**src/rtl/alu_result_writeback_if.sv**
```systemverilog
// Handshakes between the issue logic, the ALU writeback block and the register file:
// the op-tag issue channel and the buffered register-file write port.
interface alu_result_writeback_if #(
    parameter int ADDR_W = 4
);
    logic              issue_valid;
    logic              issue_ready;
    logic [4:0]        issue_opcode;
    logic [ADDR_W-1:0] issue_rd;
    logic              rf_we;
    logic              rf_ready;
    logic [ADDR_W-1:0] rf_waddr;
    logic [31:0]       rf_wdata;

    // Issue logic / register-file side
    modport master (
        output issue_valid, issue_opcode, issue_rd, rf_ready,
        input  issue_ready, rf_we, rf_waddr, rf_wdata
    );

    // Writeback block side
    modport slave (
        input  issue_valid, issue_opcode, issue_rd, rf_ready,
        output issue_ready, rf_we, rf_waddr, rf_wdata
    );
endinterface

```
**src/rtl/alu_result_writeback.sv**
```systemverilog
// Consumer end of the ALU pipeline: tracks issued op tags, samples c_reg when each result lands and
// routes it to a buffered register-file write port, the HI/LO pair, or the drop counter.
module alu_result_writeback #(
    parameter int LATENCY    = 2,
    parameter int FIFO_DEPTH = 4,
    parameter int ADDR_W     = 4
) (
    input  logic                  clk,
    input  logic                  clear,
    alu_result_writeback_if.slave wb,
    input  logic [63:0]           c_reg,
    output logic [31:0]           hi_q,
    output logic [31:0]           lo_q,
    output logic [7:0]            drop_count,
    output logic                  busy
);
    localparam int PTR_W   = (FIFO_DEPTH > 1) ? $clog2(FIFO_DEPTH) : 1;
    localparam int FCNT_W  = $clog2(FIFO_DEPTH + 1);
    localparam int CRED_W  = $clog2(FIFO_DEPTH + LATENCY + 1);
    localparam int ENTRY_W = ADDR_W + 32;

    localparam logic [PTR_W-1:0]  PTR_LAST  = PTR_W'(FIFO_DEPTH - 1);
    localparam logic [PTR_W-1:0]  PTR_ONE   = PTR_W'(1);
    localparam logic [FCNT_W-1:0] FCNT_ONE  = FCNT_W'(1);
    localparam logic [FCNT_W-1:0] FCNT_FULL = FCNT_W'(FIFO_DEPTH);
    localparam logic [CRED_W-1:0] CRED_MAX  = CRED_W'(FIFO_DEPTH);

    typedef enum logic [1:0] {ROUTE_RF, ROUTE_HILO, ROUTE_DROP} route_t;

    logic [LATENCY-1:0] tag_valid;
    logic [4:0]         tag_opcode [LATENCY];
    logic [ADDR_W-1:0]  tag_rd     [LATENCY];

    logic [ENTRY_W-1:0] fifo_mem [FIFO_DEPTH];
    logic [PTR_W-1:0]   wr_ptr_reg;
    logic [PTR_W-1:0]   rd_ptr_reg;
    logic [FCNT_W-1:0]  fifo_count_reg;
    logic [ENTRY_W-1:0] head_entry;

    logic [31:0] hi_reg;
    logic [31:0] lo_reg;
    logic [7:0]  drop_count_reg;

    logic              accept;
    logic              retire;
    logic              push;
    logic              pop;
    logic              fifo_nonempty;
    route_t            route;
    logic [CRED_W-1:0] tags_in_flight;
    logic [CRED_W-1:0] credits_used;

    assign accept = wb.issue_valid && wb.issue_ready;

    // One register stage per edge of ALU latency; the last stage lines up with c_reg.
    for (genvar gi = 0; gi < LATENCY; gi++) begin : g_tag_stage
        logic              valid_reg;
        logic [4:0]        opcode_reg;
        logic [ADDR_W-1:0] rd_reg;
        logic              valid_in;
        logic [4:0]        opcode_in;
        logic [ADDR_W-1:0] rd_in;

        if (gi == 0) begin : g_head
            assign valid_in  = accept;
            assign opcode_in = wb.issue_opcode;
            assign rd_in     = wb.issue_rd;
        end else begin : g_shift
            assign valid_in  = tag_valid[gi-1];
            assign opcode_in = tag_opcode[gi-1];
            assign rd_in     = tag_rd[gi-1];
        end

        always_ff @(posedge clk) begin
            if (clear) begin
                valid_reg <= 1'b0;
            end else begin
                valid_reg <= valid_in;
            end
            opcode_reg <= opcode_in;
            rd_reg     <= rd_in;
        end

        assign tag_valid[gi]  = valid_reg;
        assign tag_opcode[gi] = opcode_reg;
        assign tag_rd[gi]     = rd_reg;
    end

    assign retire = tag_valid[LATENCY-1];

    always_comb begin
        route = ROUTE_DROP;
        case (tag_opcode[LATENCY-1])
            5'b00011, 5'b00100, 5'b00101, 5'b00110, 5'b00111, 5'b01000,
            5'b01001, 5'b01010, 5'b01011, 5'b10001, 5'b10010: route = ROUTE_RF;
            5'b10000, 5'b01111:                               route = ROUTE_HILO;
            default:                                          route = ROUTE_DROP;
        endcase
    end

    assign fifo_nonempty = (fifo_count_reg != '0);
    assign push          = retire && (route == ROUTE_RF);
    assign pop           = fifo_nonempty && wb.rf_ready;

    function automatic logic [PTR_W-1:0] next_ptr(input logic [PTR_W-1:0] ptr);
        return (ptr == PTR_LAST) ? '0 : ptr + PTR_ONE;
    endfunction

    // Credits guarantee space for every push, so the write never checks for full.
    always_ff @(posedge clk) begin
        if (push) begin
            fifo_mem[wr_ptr_reg] <= {tag_rd[LATENCY-1], c_reg[31:0]};
        end
    end

    always_ff @(posedge clk) begin
        if (clear) begin
            wr_ptr_reg     <= '0;
            rd_ptr_reg     <= '0;
            fifo_count_reg <= '0;
        end else begin
            if (push) begin
                wr_ptr_reg <= next_ptr(wr_ptr_reg);
            end
            if (pop) begin
                rd_ptr_reg <= next_ptr(rd_ptr_reg);
            end
            case ({push, pop})
                2'b10:   fifo_count_reg <= fifo_count_reg + FCNT_ONE;
                2'b01:   fifo_count_reg <= fifo_count_reg - FCNT_ONE;
                default: fifo_count_reg <= fifo_count_reg;
            endcase
        end
    end

    always_ff @(posedge clk) begin
        if (clear) begin
            hi_reg         <= '0;
            lo_reg         <= '0;
            drop_count_reg <= '0;
        end else if (retire) begin
            if (route == ROUTE_HILO) begin
                hi_reg <= c_reg[63:32];
                lo_reg <= c_reg[31:0];
            end
            if ((route == ROUTE_DROP) && (drop_count_reg != 8'hFF)) begin
                drop_count_reg <= drop_count_reg + 8'd1;
            end
        end
    end

    // Every in-flight tag holds a credit, whatever its eventual route.
    always_comb begin
        tags_in_flight = '0;
        for (int i = 0; i < LATENCY; i++) begin
            tags_in_flight = tags_in_flight + CRED_W'(tag_valid[i]);
        end
    end

    assign credits_used   = tags_in_flight + CRED_W'(fifo_count_reg);
    assign wb.issue_ready = (credits_used < CRED_MAX);

    assign head_entry  = fifo_mem[rd_ptr_reg];
    assign wb.rf_we    = fifo_nonempty;
    assign wb.rf_waddr = fifo_nonempty ? head_entry[ENTRY_W-1:32] : '0;
    assign wb.rf_wdata = fifo_nonempty ? head_entry[31:0] : '0;

    assign hi_q       = hi_reg;
    assign lo_q       = lo_reg;
    assign drop_count = drop_count_reg;
    assign busy       = (|tag_valid) || fifo_nonempty;

    a_fifo_bound: assert property (@(posedge clk) disable iff (clear) fifo_count_reg <= FCNT_FULL);
endmodule

```
**src/flat_wrapper.sv**
```systemverilog
// flat-port wrapper written by rule: the top's interface ports become plain ports
module alu_result_writeback_flat 
#(
    parameter int LATENCY    = 2,
    parameter int FIFO_DEPTH = 4,
    parameter int ADDR_W     = 4
)
  (clk, clear, c_reg, hi_q, lo_q, drop_count, busy, wb_issue_valid, wb_issue_opcode, wb_issue_rd, wb_rf_ready, wb_issue_ready, wb_rf_we, wb_rf_waddr, wb_rf_wdata);
  alu_result_writeback_if #(.ADDR_W(ADDR_W)) wb_i ();
  input  logic clk;
  input  logic clear;
  input  logic [63:0] c_reg;
  output logic [31:0] hi_q;
  output logic [31:0] lo_q;
  output logic [7:0] drop_count;
  output logic busy;
  input wire logic [$bits(wb_i.issue_valid)-1:0] wb_issue_valid;
  input wire logic [$bits(wb_i.issue_opcode)-1:0] wb_issue_opcode;
  input wire logic [$bits(wb_i.issue_rd)-1:0] wb_issue_rd;
  input wire logic [$bits(wb_i.rf_ready)-1:0] wb_rf_ready;
  output wire logic [$bits(wb_i.issue_ready)-1:0] wb_issue_ready;
  output wire logic [$bits(wb_i.rf_we)-1:0] wb_rf_we;
  output wire logic [$bits(wb_i.rf_waddr)-1:0] wb_rf_waddr;
  output wire logic [$bits(wb_i.rf_wdata)-1:0] wb_rf_wdata;
  assign wb_i.issue_valid = wb_issue_valid;
  assign wb_i.issue_opcode = wb_issue_opcode;
  assign wb_i.issue_rd = wb_issue_rd;
  assign wb_i.rf_ready = wb_rf_ready;
  assign wb_issue_ready = wb_i.issue_ready;
  assign wb_rf_we = wb_i.rf_we;
  assign wb_rf_waddr = wb_i.rf_waddr;
  assign wb_rf_wdata = wb_i.rf_wdata;
  alu_result_writeback #(.LATENCY(LATENCY), .FIFO_DEPTH(FIFO_DEPTH), .ADDR_W(ADDR_W)) u_core (.clk(clk), .clear(clear), .wb(wb_i), .c_reg(c_reg), .hi_q(hi_q), .lo_q(lo_q), .drop_count(drop_count), .busy(busy));
endmodule
```
**config.mk**
```make
export PLATFORM = sky130hd
export DESIGN_NAME = alu_result_writeback_flat
export DESIGN_NICKNAME = d
export VERILOG_FILES = /design/src/rtl/alu_result_writeback_if.sv /design/src/rtl/alu_result_writeback.sv /design/src/flat_wrapper.sv
export SDC_FILE = /design/constraint.sdc
export NUM_CORES = 1
export LEC_CHECK = 0
export BUFFER_PORTS_ARGS = -buffer_cell sky130_fd_sc_hd__buf_2
export CAP_MARGIN = 25
export CORE_ASPECT_RATIO = 1.25
export CORE_MARGIN = 4
export CORE_UTILIZATION = 49
export DETAILED_ROUTE_END_ITERATION = 8
export PLACE_DENSITY = 0.85
export SLEW_MARGIN = 10
export SYNTH_ARGS = -nofsm -noshare
export SYNTH_HDL_FRONTEND = slang
export SYNTH_SLANG_ARGS = --single-unit
```
**constraint.sdc**
```tcl
create_clock -name clk -period 1.9 [get_ports clk]
set_input_delay 0.475 -clock clk [delete_from_list [all_inputs] [get_ports clk]]
set_output_delay 0.475 -clock clk [all_outputs]
set_load 0.01 [all_outputs]
```
======== Yosys cells after proc, flatten, opt, wreduce, memory -nomap -nowiden ========
Memory sizes are Yosys's and may differ from the RTL's. A register that Yosys moved wholly into a read port is not among the register bits.
Cells that the tools add are included.
word-level totals
  register bits after elaboration ......... 94
  latch bits .............................. 0
  RAM bits ................................ 144
  memory bits (read-only) ................. 64
  bits of input ports ..................... 77
  output and inout bits ................... 111
  memories ................................ 2
cells by class
  add/sub/neg operators ................... 7
  multiply operators ...................... 0
  divide/modulo/power cells ............... 0
  order comparisons ....................... 1
  eq/ne operators ......................... 7
  shift operators ......................... 0
  muxes and demuxes ....................... 9
  bitwise logic cells ..................... 0
  reductions and logical operators ........ 11
memory list
  name              words  width  rd ports  clocked after Yosys merged registers in  write ports  line                        source
  u_core.fifo_mem   4      36     1         1                                        1            alu_result_writeback.sv:34  logic [ENTRY_W-1:0] fifo_mem [FIFO_DEPTH];
  (name not given)  32     2      1         1                                        0            alu_result_writeback.sv:93  case (tag_opcode[LATENCY-1])
operators by type and width
  kind                 count
  $mux 32              1
  $add 8x1->8 const B  1
  $eq 2x2->1 const B   4
  $mux 2               4
  $ne 8x8->1 const B   1
  $pmux 3 s2           1
  $add 2x1->2 const B  2
  $eq 2x1->1 const B   2
  $logic_and 1x1->1    4
  $mux 4               1
  $reduce_and 2->1     2
  $add 3x1->3 const B  1
  $add 3x3->3          1
  $lt 3x3->1 const B   1
  $reduce_bool 3->1    1
  $sub 3x1->3 const B  1
  $add 1x1->2          1
  $logic_not 2->1      1
  $mux 1               2
  $reduce_bool 2->1    1
  $reduce_or 2->1      1
  $logic_or 1x1->1     1

======== Logic depth before layout (Yosys ltp) ========
Gate-level depths: netlist of the first run.
  depth in word-level cells ............... 4
  mapped depth ............................ 10
  gate-level depth less buffers ........... 10

======== Least setup slack after synthesis of the first run ========
OpenSTA, ideal clock, no wires.
  path type ............................... register to register
  start ................................... reg u_core.g_tag_stage[1].valid_reg
  end ..................................... mem u_core.fifo_mem[3][0] (netlist bit), enable pin
  data arrival time ....................... 1.677 ns
  required time ........................... 1.503 ns
  setup slack ............................. -0.173 ns
  cell stages (with the launch flop) ...... 3
  path buffers ............................ 0
  period minus slack after synthesis ...... 2.073 ns
  cells stage by stage .................... dfxtp_1 -> nor3b_2 -> and2_1
between the ends
  cells in the longest elaborated chain, start to end .. 3
ends and longest elaborated chain
  element                       line                         source
  start, declared               alu_result_writeback.sv:57   logic valid_reg;
  start signal, assigned        alu_result_writeback.sv:78   valid_reg <= valid_in;
  $logic_and 1x1->1             alu_result_writeback.sv:102  assign push = retire && (route == ROUTE_RF);
  $mux 1                        alu_result_writeback.sv:111  if (push) begin
  $mux 1 (not written as such)  alu_result_writeback.sv:112  fifo_mem[wr_ptr_reg] <= {tag_rd[LATENCY-1], c_reg[31:0]};
  end, declared                 alu_result_writeback.sv:34
No other way between the ends.

==> summary.md, run 1 <==
| Metric | Value |
|---|---|
| WHS Path Cells | `1` |
| Period Utilization, post-route | `1.24` |
| Die footprint | `0.0208 mm²` |
| GRT Total Usage | `0.179` |
| Switching power share of the total | `0.201` |
| Gate power share | `0.075` |
| Worst path cell trace | `buf_12 > mux4_2 > and2_1 > buf_2` |
| Origin of the critical flop-to-flop path | `u_core.g_tag_stage[1].valid_reg` |
| Worst-case clock skew | `0.0112 ns` |
| Met3 WL | `1.08 mm` |
| Total congestion overflow after global routing | `0` |
| Routed via count | `5,623` |
| Pin count of the biggest net entering global routing | `82` |
| Slowest cell delay on critical path | `0.52 ns` |
| Antenna violation net count after detailed routing | `0` |
| Reg power frac | `0.494` |
| Share of synthesized area occupied by flip-flops and latches | `0.693` |
| Critical path's top delay family | `multiplexers` |
| Met2 routed WL | `10.1 mm` |
| Final GP Congestion | `0.777` |
| Count of pins on the block boundary | `188` |
| Max-slew headroom | `0.730` |
| Number of synthesized register bits | `242` |
| Post-route worst hold slack | `0.0749 ns` |
| Fmax | `0.424 GHz` |
| Buffers plus inverters on the worst setup path | `2` |
| Starting density of the core | `0.500` |
| Top FF cell, synth | `sky130_fd_sc_hd__edfxtp_1` |
| Period minus WS final | `2.36 ns` |
| Worst reg2reg endpoint | `u_core.fifo_count_reg[2]` |
| # DRC | `0` |
| Category of the worst setup path capture point | `output port` |
| Via count of the first global-routing pass | `5,873` |
| Drt first-iter violations | `282` |
| Most frequent standard cell in the layout excluding fill and tap cells | `sky130_fd_sc_hd__buf_2` |
| Largest buffer count on any clock path | `3` |
| Synth warn | `0` |
| Half-perimeter wire length of the detailed placement result | `11.8 mm` |
| Setup violation total in the final timing report | `38` |
| Placed cells | `1,048` |
| Routed WL | `18.8 mm` |
| Wire length of the first global-routing pass | `29.8 mm` |
| Type of the worst setup path | `flip-flop to output port` |
| Commonest cells after routing, fill and taps aside | `162 x sky130_fd_sc_hd__buf_2, 144 x sky130_fd_sc_hd__edfxtp_1, 135 x sky130_fd_sc_hd__nand2_1, 91 x sky130_fd_sc_hd__dfxtp_1, 73 x sky130_fd_sc_hd__a21oi_1` |
| Average vias per placed instance | `5.15` |
| Cells on worst reg2reg path | `9` |
| Wire length per cell after detailed routing | `17.2 µm` |
| Clock tree from TritonCTS | `done` |
| Synth Net Count | `732` |
| Cell with the largest stage delay on the worst path | `sky130_fd_sc_hd__mux4_2` |
| Post-synth ARST share | `0` |
| Core box area | `0.0182 mm²` |
| Area grow syn2layout | `27.2%` |
| Number of standard cells in the layout, taps in and fillers out | `1,091` |
| Cts-stage hold buffer count | `0` |
| Relative contribution of the clock network to total power | `0.431` |
| Start point of the worst hold path | `wb_issue_opcode[2]` |
| Endpoint with the worst hold slack | `u_core.g_tag_stage[0].opcode_reg[2]` |
| Synthesized instance count | `644` |
| Power per Cell Area | `989 mW/mm²` |
| Number of antenna violations at the first check in global routing | `1` |
| Switching Power | `0.00229 W` |
| Worst voltage drop across the vdd grid | `0.000748 V` |
| Endpoint required time on the critical path | `1.42 ns` |
| Routed length on met1 | `7.30 mm` |
| Antenna diode instance count | `0` |
| Worst Setup Slack, final | `-0.458 ns` |
| Unique cell type count in the Yosys netlist | `40` |
| Final Hold Fails | `0` |
| Count of flip-flops with a built-in enable after synthesis | `144` |
| Synthesized area per cell | `14.1 µm²` |
| Largest register by flop count | `u_core.fifo_mem` |
| Failing checks | `negative setup slack` |
| Transition time at the pin with the least slew margin | `0.405 ns` |
| Layout cells sized above 1 | `0.392` |
| Reg clk slew, reported paths | `0.06 ns` |
| Reg2Reg Setup Slack | `0.07 ns` |
| CTS sink cnt | `242` |
| Fin. max-slew vios | `0` |
| Max Used Layer | `met5` |
| Max Fanout on Critical Path | `15` |
| Pre-Repair DR Iteration Count | `4` |
| Horiz. Die Dim | `130 µm` |
| Leakage | `4.31 nW` |
| PnR Total Power | `0.0114 W` |
| Count of H-tree levels built during CTS | `1` |
| Buffers added on ports | `187` |
| Launching element type of the critical path | `flip-flop` |
| RSZ-0062 raised after global routing | `true` |
| Summed instance area of the synthesized netlist | `0.00907 mm²` |
| Cell internal power dissipation | `0.00912 W` |
| Height of the die | `160 µm` |
| Worst-Skew Late Latency | `0.50 ns` |
| Buffer type at the clock tree root | `sky130_fd_sc_hd__clkbuf_16` |
| Net count reported at finish | `934` |
| CTS Buf Count | `23` |
| Std cell rows | `55` |
| Run status | `complete, but fails checks` |
| Max_cap viols | `0` |
| Number of flip-flops under the largest register name | `144` |
| Crit path arrival time | `1.88 ns` |
| Min-Delay Path Class | `input port to flip-flop` |
-- how the worst max path moves through the flow --
stage                     depth (start not counted)                     start                       end
after floorplan                                  10  u_core.fifo_count_reg[0]  u_core.fifo_count_reg[2]
after detailed placement                          9               wb_rf_ready  u_core.fifo_count_reg[2]
after global routing                              4                 flip-flop            wb_rf_wdata[1]
final                                             4                 flip-flop           wb_rf_wdata[16]
after global placement                            9               wb_rf_ready  u_core.fifo_count_reg[2]
after CTS                                         4                 flip-flop           wb_rf_wdata[19]
-- stage by stage --
step                cell area [µm²]   util  TNS, ns  setup WS, ns
finish                        11500  0.635   -15.51        -0.458
global route                  11500  0.635   -18.25        -0.527
CTS                           11400  0.629   -17.06        -0.496
detailed placement            10400  0.571  -0.0210       -0.0195
global placement              10400  0.571        0       0.00533
floorplan                      9080      -        0        0.0461
-- routing by layer --
metal	vias to the layer above	GRT usage
met5	-	0
li1	2691	-
met2	177	0.321
met1	2723	0.221
met4	2	0.0458
met3	30	0.0341
-- cells in the mapped netlist, types with 2 or more instances --
library cell                 n  share of area
sky130_fd_sc_hd__ha_1       10          0.014
sky130_fd_sc_hd__nand3b_1    2         0.0017
sky130_fd_sc_hd__dfxtp_1    98           0.22
sky130_fd_sc_hd__nand2_1   136          0.056
sky130_fd_sc_hd__nor2_1     19         0.0079
sky130_fd_sc_hd__mux4_2     36          0.089
sky130_fd_sc_hd__clkbuf_1   13         0.0054
sky130_fd_sc_hd__buf_2      10         0.0055
sky130_fd_sc_hd__edfxtp_1  144           0.48
sky130_fd_sc_hd__inv_1      11         0.0045
sky130_fd_sc_hd__buf_6       8         0.0099
sky130_fd_sc_hd__nor3_1      2         0.0011
sky130_fd_sc_hd__xnor2_1     5         0.0048
sky130_fd_sc_hd__o21ai_0     3         0.0017
sky130_fd_sc_hd__and2_1     40          0.028
sky130_fd_sc_hd__buf_12      3         0.0066
sky130_fd_sc_hd__a21oi_1    73          0.040
sky130_fd_sc_hd__nand3_1     3         0.0017
sky130_fd_sc_hd__nor2b_1     2         0.0014
sky130_fd_sc_hd__xor2_1      4         0.0039
sky130_fd_sc_hd__or3_1       3         0.0021
-- cell type report --
class	instances	area, µm²
Tap cell	228	285
Inverter	11	41.3
Clock buffer	33	686
Sequential cell	242	6300
Multi-Input combinational cell	355	2640
Timing Repair Buffer	213	1450
Fill cell	1304	6630
Clock inverter	9	149
-- kinds of logic after synthesis --
logic type / Yosys count / synth area share
xor gates and xnor gates: 9 / 0.00869
DFF: 242 / 0.693
adders and majority gates: 11 / 0.0160
and+or+nand+nor: 217 / 0.110
muxes: 37 / 0.0904
AOI/OAI and AO/OA: 81 / 0.0488
buffers and inverters: 47 / 0.0334
-- power by group through the flow --
stage          Combinational (W)  Clock (W)  Sequential, W
4_1_cts                 0.000810    0.00502        0.00563
3_5_place_dp            0.000705          0        0.00575
5_1_grt                 0.000926    0.00524        0.00564
6_report                0.000853    0.00492        0.00564
3_3_place_gp            0.000690          0        0.00574
2_1_floorplan           0.000388          0        0.00574
-- timing repair --
| item | in CTS | in global routing |
|---|---|---|
| endpoints found under the setup margin | 39 | 39 |
| gates resized for setup | 46 | 29 |
| buffers inserted | 2 | 0 |
| pin swaps | 29 | 2 |
Power figures use the tool's default switching activity.
==> run 2: changes to the inputs <==
Settings changed: CORE_ASPECT_RATIO 1.25 to not set.
==> run 2 against run 1 <==
  * The run still ends with negative setup slack left
  * Total power down 3.8%
  * Sequential power about the same
  * Sequential share of layout area up 0.46 points
  * Register-to-register slack about the same
  * First-iteration DRC count down 13%
  * Worst hold slack worse by 0.0025 ns
  * Flip-flop and latch count unchanged
  * Combinational power up 3.2%
  * Via count unchanged
==> summary.md, run 2 (synthesis results as in run 1) <==
| Metric | Value |
|---|---|
| Switching power share of the total | `0.210 (+0.00928)` |
| Net count reported at finish | `931 (-0.32%)` |
| Met3 global-route usage | `0.0476 (+0.0135)` |
| Average vias per placed instance | `5.16 (about the same)` |
| Half-perimeter wire length of the detailed placement result | `11.8 mm (about the same)` |
| Relative contribution of the clock network to total power | `0.407 (-0.024)` |
| Origin of the critical flop-to-flop path | `u_core.g_tag_stage[1].valid_reg` |
| Clock tree from TritonCTS | `done` |
| Wire length of the first global-routing pass | `29.7 mm (-0.51%)` |
| Highest-utilization routing layer at the global route stage | `met2` |
| Final Hold Fails | `0 (unchanged)` |
| Reg power frac | `0.513 (+0.019)` |
| Worst voltage drop across the vdd grid | `0.000792 V (+5.9%)` |
| Starting density of the core | `0.502 (+0.00225)` |
| Antenna violation net count after detailed routing | `0 (unchanged)` |
| Type of the worst setup path | `flip-flop to output port` |
| Period minus WS final | `2.38 ns (+0.0189 ns)` |
| Post-route worst hold slack | `0.0724 ns (-0.00254 ns)` |
| Final GP Congestion | `0.762 (-1.9%)` |
| Placed cells | `1,046 (-0.19%)` |
| Period Utilization, post-route | `1.25 (+0.00993)` |
| Routed via count | `5,623 (unchanged)` |
| Commonest cells after routing, fill and taps aside | `156 x sky130_fd_sc_hd__buf_2, 144 x sky130_fd_sc_hd__edfxtp_1, 135 x sky130_fd_sc_hd__nand2_1, 91 x sky130_fd_sc_hd__dfxtp_1, 73 x sky130_fd_sc_hd__a21oi_1` |
| PnR Total Power | `0.0110 W (-3.8%)` |
| Worst Setup Slack, final | `-0.477 ns (-0.0189 ns)` |
| Launching element type of the critical path | `flip-flop` |
| Horiz. Die Dim | `144 µm (+11%)` |
| Power per Cell Area | `959 mW/mm² (-3.0%)` |
| Number of standard cells in the layout, taps in and fillers out | `1,090 (-0.092%)` |
| Largest register by flop count | `u_core.fifo_mem` |
| Layout cells sized above 1 | `0.393 (+0.000910)` |
| Number of flip-flops under the largest register name | `144 (unchanged)` |
| Area grow syn2layout | `26.2%` |
| Gate power share | `0.080 (+0.005)` |
| Routed WL | `18.9 mm (+0.78%)` |
| Pre-Repair DR Iteration Count | `4 (unchanged)` |
| Pin count of the biggest net entering global routing | `82 (unchanged)` |
| Core box area | `0.0181 mm² (-0.45%)` |
| GRT Total Usage | `0.181 (+0.00210)` |
| Reg clk slew, reported paths | `0.06 ns (about the same)` |
| Buffers added on ports | `187 (unchanged)` |
| Start point of the worst hold path | `wb_issue_rd[2]` |
| Count of pins on the block boundary | `188 (unchanged)` |
| Cell internal power dissipation | `0.00867 W (-4.9%)` |
| Via count of the first global-routing pass | `5,798 (-1.3%)` |
| WHS Path Cells | `1 (unchanged)` |
| Most frequent standard cell in the layout excluding fill and tap cells | `sky130_fd_sc_hd__buf_2` |
| Largest buffer count on any clock path | `3 (unchanged)` |
| Number of filler instances in the final layout | `1,275 (-2.2%)` |
| Switching Power | `0.00231 W (+0.68%)` |
| Drt first-iter violations | `244 (-13%)` |
| Number of antenna violations at the first check in global routing | `1 (unchanged)` |
| Crit path arrival time | `1.90 ns (+0.02 ns)` |
| Die footprint | `0.0208 mm² (about the same)` |
| # DRC | `0 (unchanged)` |
| Std cell rows | `49 (-11%)` |
| Fmax | `0.421 GHz (-0.79%)` |
| Antenna diode instance count | `0 (unchanged)` |
| Cells on worst reg2reg path | `8 (-1)` |
| Wire length per cell after detailed routing | `17.4 µm (+0.88%)` |
| Buffer type at the clock tree root | `sky130_fd_sc_hd__clkbuf_16` |
| CTS sink cnt | `242 (unchanged)` |
| Run status | `complete, but fails checks` |
| CTS Buf Count | `24 (+4.3%)` |
| Max-slew headroom | `0.677 (-0.0532)` |
| Count of H-tree levels built during CTS | `1 (unchanged)` |
| Cts-stage hold buffer count | `0 (unchanged)` |
| Total congestion overflow after global routing | `0 (unchanged)` |
| Min-Delay Path Class | `input port to flip-flop` |
| Setup violation total in the final timing report | `38 (unchanged)` |
| Category of the worst setup path capture point | `output port` |
| Height of the die | `144 µm (-10%)` |
| Worst-case clock skew | `0.00824 ns (-0.00301 ns)` |
| Met2 GRT Util | `0.312 (-0.00839)` |
| Endpoint required time on the critical path | `1.42 ns (about the same)` |
| Worst-Skew Late Latency | `0.50 ns (about the same)` |
| Failing checks | `negative setup slack` |
| RSZ-0062 raised after global routing | `true` |
| Fin. max-slew vios | `0 (unchanged)` |
| Max Fanout on Critical Path | `20 (+5)` |
| Leakage | `4.25 nW (-1.5%)` |
| Met1 track demand over resource | `0.233 (+0.0113)` |
| Max_cap viols | `0 (unchanged)` |
| Transition time at the pin with the least slew margin | `0.485 ns (+0.0799 ns)` |
## run 2: cell types whose count changed in the layout (fill, tap and decap cells not counted), sizes merged
cell / previous run / this run
clkbuf: 33 / 34
inv: 12 / 11
clkinvlp: 1 / 3
bufinv: 4 / 1
clkinv: 3 / 6
buf: 213 / 209
## run 2: final cells by class
cell class / count / area [µm²] / share of cell area
timing repair buffer: 209 / 1420 / 0.124
inverter: 11 / 41.3 / 0.00361
multi-input combinational: 355 / 2650 / 0.231
sequential: 242 / 6300 / 0.550
tap: 229 / 287 / 0.0250
clock inverter: 10 / 78.8 / 0.00688
clock buffer: 34 / 669 / 0.0585
## run 2: path summary, 6_finish.rpt
path	end	slack (ns)
max reg2reg	u_core.fifo_count_reg[2]	0.06
min	u_core.g_tag_stage[0].rd_reg[2]	0.07
min reg2reg	u_core.g_tag_stage[1].rd_reg[0]	0.33
max	wb_rf_wdata[0]	-0.48
## run 2: critical path, cell delays in order, from the launching register on
cell and delay, ns:
sky130_fd_sc_hd__dfxtp_4 0.37, sky130_fd_sc_hd__buf_12 0.21, sky130_fd_sc_hd__mux4_2 0.53, sky130_fd_sc_hd__and2_4 0.17, sky130_fd_sc_hd__buf_6 0.11
## run 2: power by group through the flow
stage	Clock, W	Combinational, W	Sequential (W)
after floorplan	0	0.000388	0.00574
after global placement	0	0.000681	0.00574
after detailed placement	0	0.000693	0.00575
after CTS	0.00456	0.000808	0.00564
after global routing	0.00480	0.000955	0.00564
final	0.00446	0.000880	0.00564
## run 2: metal layers
layer | vias up | share of wire
li1 | 2688 | -
met1 | 2698 | 0.40
met2 | 202 | 0.51
met3 | 33 | 0.071
met4 | 2 | 0.019
met5 | - | 0.00069
## run 2: repair_timing
action                                  CTS  global route
endpoints found under the setup margin   40            40
pin swaps                                30             3
resized for setup                        53            34
buffers inserted                          1             1
## run 2: per-stage QoR
step                       util  setup TNS [ns]  area (µm²)  worst slack [ns]
after floorplan               -               0        9080            0.0461
after global placement    0.571               0       10300           0.00574
after detailed placement  0.571         -0.0729       10300           -0.0437
after CTS                 0.625          -18.00       11300            -0.530
after global routing      0.633          -19.36       11400            -0.559
final                     0.633          -16.38       11400            -0.477
==> run 3: changes to the inputs <==
Settings changed: HOLD_SLACK_MARGIN set to 0.12.
==> run 3 against run 2 <==
  * The run still ends with negative setup slack left
  * Setup slack hardly changed
  * Sequential power about the same
  * Worst hold slack better by 0.13 ns
  * Via count is 0.66% higher
  * Die area unchanged
  * Core utilization increased by 0.51 points
  * Routed wire length increased by 1.1%
  * Clock power about the same
  * Critical path type unchanged
==> summary.md, run 3 (synthesis results as in run 1) <==
| Metric | Value |
|---|---|
| Run status | `complete, but fails checks` |
| Failing checks | `negative setup slack` |
| Period minus WS final | `2.38 ns (-0.0000570 ns)` |
| Final GP Congestion | `0.762 (unchanged)` |
| Worst voltage drop across the vdd grid | `0.000795 V (+0.43%)` |
| Setup_tns | `-16.37 ns (+0.0102 ns)` |
| Layout cells sized above 1 | `0.389 (-0.00406)` |
| Count of H-tree levels built during CTS | `1 (unchanged)` |
| Worst Setup Slack, final | `-0.477 ns (+0.0000570 ns)` |
| Reg clk slew, reported paths | `0.06 ns (about the same)` |
| Wire length per cell after detailed routing | `17.4 µm (+0.13%)` |
| Endpoint required time on the critical path | `1.42 ns (about the same)` |
| Via count of the first global-routing pass | `5,841 (+0.74%)` |
| Pre-Repair DR Iteration Count | `4 (unchanged)` |
| Number of antenna violations at the first check in global routing | `1 (unchanged)` |
| Transition time at the pin with the least slew margin | `0.488 ns (+0.00289 ns)` |
| Clock tree from TritonCTS | `done` |
| Max-slew headroom | `0.675 (-0.00193)` |
| Core box area | `0.0181 mm² (unchanged)` |
| Net count reported at finish | `940 (+0.97%)` |
| Buffers added on ports | `187 (unchanged)` |
| Starting density of the core | `0.502 (unchanged)` |
| Cells on worst reg2reg path | `8 (unchanged)` |
| Commonest cells after routing, fill and taps aside | `156 x sky130_fd_sc_hd__buf_2, 144 x sky130_fd_sc_hd__edfxtp_1, 135 x sky130_fd_sc_hd__nand2_1, 91 x sky130_fd_sc_hd__dfxtp_1, 73 x sky130_fd_sc_hd__a21oi_1` |
| WHS Path Cells | `1 (unchanged)` |
| Total congestion overflow after global routing | `0 (unchanged)` |
| Launching element type of the critical path | `flip-flop` |
| Fin. max-slew vios | `0 (unchanged)` |
| Setup violation total in the final timing report | `38 (unchanged)` |
| Count of pins on the block boundary | `188 (unchanged)` |
| Antenna violation net count after detailed routing | `0 (unchanged)` |
| # DRC | `0 (unchanged)` |
| Average vias per placed instance | `5.15 (-0.26%)` |
| Fmax | `0.421 GHz (about the same)` |
| Height of the die | `144 µm (unchanged)` |
| Worst-Skew Late Latency | `0.50 ns (about the same)` |
| Std cell rows | `49 (unchanged)` |
| Max_cap viols | `0 (unchanged)` |
| Final Hold Fails | `0 (unchanged)` |
| Reg2Reg Setup Slack | `0.07 ns (about the same)` |
| Drt first-iter violations | `253 (+3.7%)` |
| Worst-case clock skew | `0.00749 ns (-0.000749 ns)` |
| Half-perimeter wire length of the detailed placement result | `11.8 mm (unchanged)` |
| Routed via count | `5,660 (+0.66%)` |
| Leakage | `4.29 nW (+0.89%)` |
| Largest buffer count on any clock path | `3 (unchanged)` |
| Max Fanout on Critical Path | `20 (unchanged)` |
| Period Utilization, post-route | `1.25 (about the same)` |
| Area grow syn2layout | `27.2%` |
| Routed WL | `19.1 mm (+1.1%)` |
| Crit path arrival time | `1.90 ns (about the same)` |
| PnR Total Power | `0.0110 W (+0.14%)` |
| RSZ-0062 raised after global routing | `true` |
| Min-Delay Path Class | `input port to flip-flop` |
| Die footprint | `0.0208 mm² (unchanged)` |
| Most frequent standard cell in the layout excluding fill and tap cells | `sky130_fd_sc_hd__buf_2` |
| Power per Cell Area | `953 mW/mm² (-0.66%)` |
| Largest register by flop count | `u_core.fifo_mem` |
| CTS Buf Count | `24 (unchanged)` |
| Post-route worst hold slack | `0.203 ns (+0.131 ns)` |
| Buffer type at the clock tree root | `sky130_fd_sc_hd__clkbuf_16` |
| CTS sink cnt | `242 (unchanged)` |
| Horiz. Die Dim | `144 µm (unchanged)` |
| GRT Total Usage | `0.183 (+0.00185)` |
| Number of flip-flops under the largest register name | `144 (unchanged)` |
| Type of the worst setup path | `flip-flop to output port` |
| Category of the worst setup path capture point | `output port` |
| Wire length of the first global-routing pass | `30.0 mm (+1.1%)` |
| Pin count of the biggest net entering global routing | `82 (unchanged)` |
==> run 3: cell count changes in the layout (fill, tap and decap cells not counted), sizes merged <==
cell         previous run  this run
dlygate4sd3             0         9
diode                   0         1
==> run 3: critical path, cell delays in order (launching register included) <==
cell,delay (ns)
sky130_fd_sc_hd__dfxtp_4,0.37
sky130_fd_sc_hd__buf_12,0.21
sky130_fd_sc_hd__mux4_2,0.53
sky130_fd_sc_hd__and2_4,0.17
sky130_fd_sc_hd__buf_6,0.11
==> run 3: through the flow <==
stage	setup slack (ns)	cell area, µm²	utilization	std cells
floorplan	0.0461	9080	-	644
global placement	0.00574	10300	0.571	1046
detailed placement	-0.0437	10300	0.571	1046
CTS	-0.530	11400	0.630	1099
global route	-0.559	11500	0.638	1100
finish	-0.477	11500	0.638	1100
==> run 3: timing repair <==
item,in CTS,in global routing
endpoints found under the setup margin,40,40
gates resized for setup,53,34
buffers inserted,1,1
pin swaps,30,2
hold buffers,9,0
hold endpoints to repair,9,0
==> run 3: per-layer routing <==
metal	up-vias	GRT usage	wire length (µm)
li1	2709	-	-
met1	2725	0.235	7710
met2	199	0.318	9800
met3	27	0.0463	1300
met4	0	0.0382	317
met5	-	0	0
==> run 3: layout make-up <==
cell class	count	area (µm²)
Tap cell	229	287
Timing Repair Buffer	218	1510
Sequential cell	242	6300
Clock buffer	34	669
Fill cell	1267	6540
Inverter	11	41.3
Multi-Input combinational cell	355	2650
Clock inverter	10	78.8
Antenna cell	1	2.50
==> run 3: final timing paths <==
| path | from | to |
|---|---|---|
| hold reg to reg | u_core.g_tag_stage[0].rd_reg[0] | u_core.g_tag_stage[1].rd_reg[0] |
| setup / recovery | flip-flop | wb_rf_wdata[0] |
| setup reg to reg | u_core.g_tag_stage[1].valid_reg | u_core.fifo_count_reg[2] |
| hold / removal | c_reg[24] | u_core.fifo_mem[0][24] |
==> run 3: where the power goes <==
| group | internal, W | switching [W] |
|---|---|---|
| Sequential | 0.00560 | 0.0000342 |
| Clock | 0.00259 | 0.00187 |
| Combinational | 0.000491 | 0.000406 |
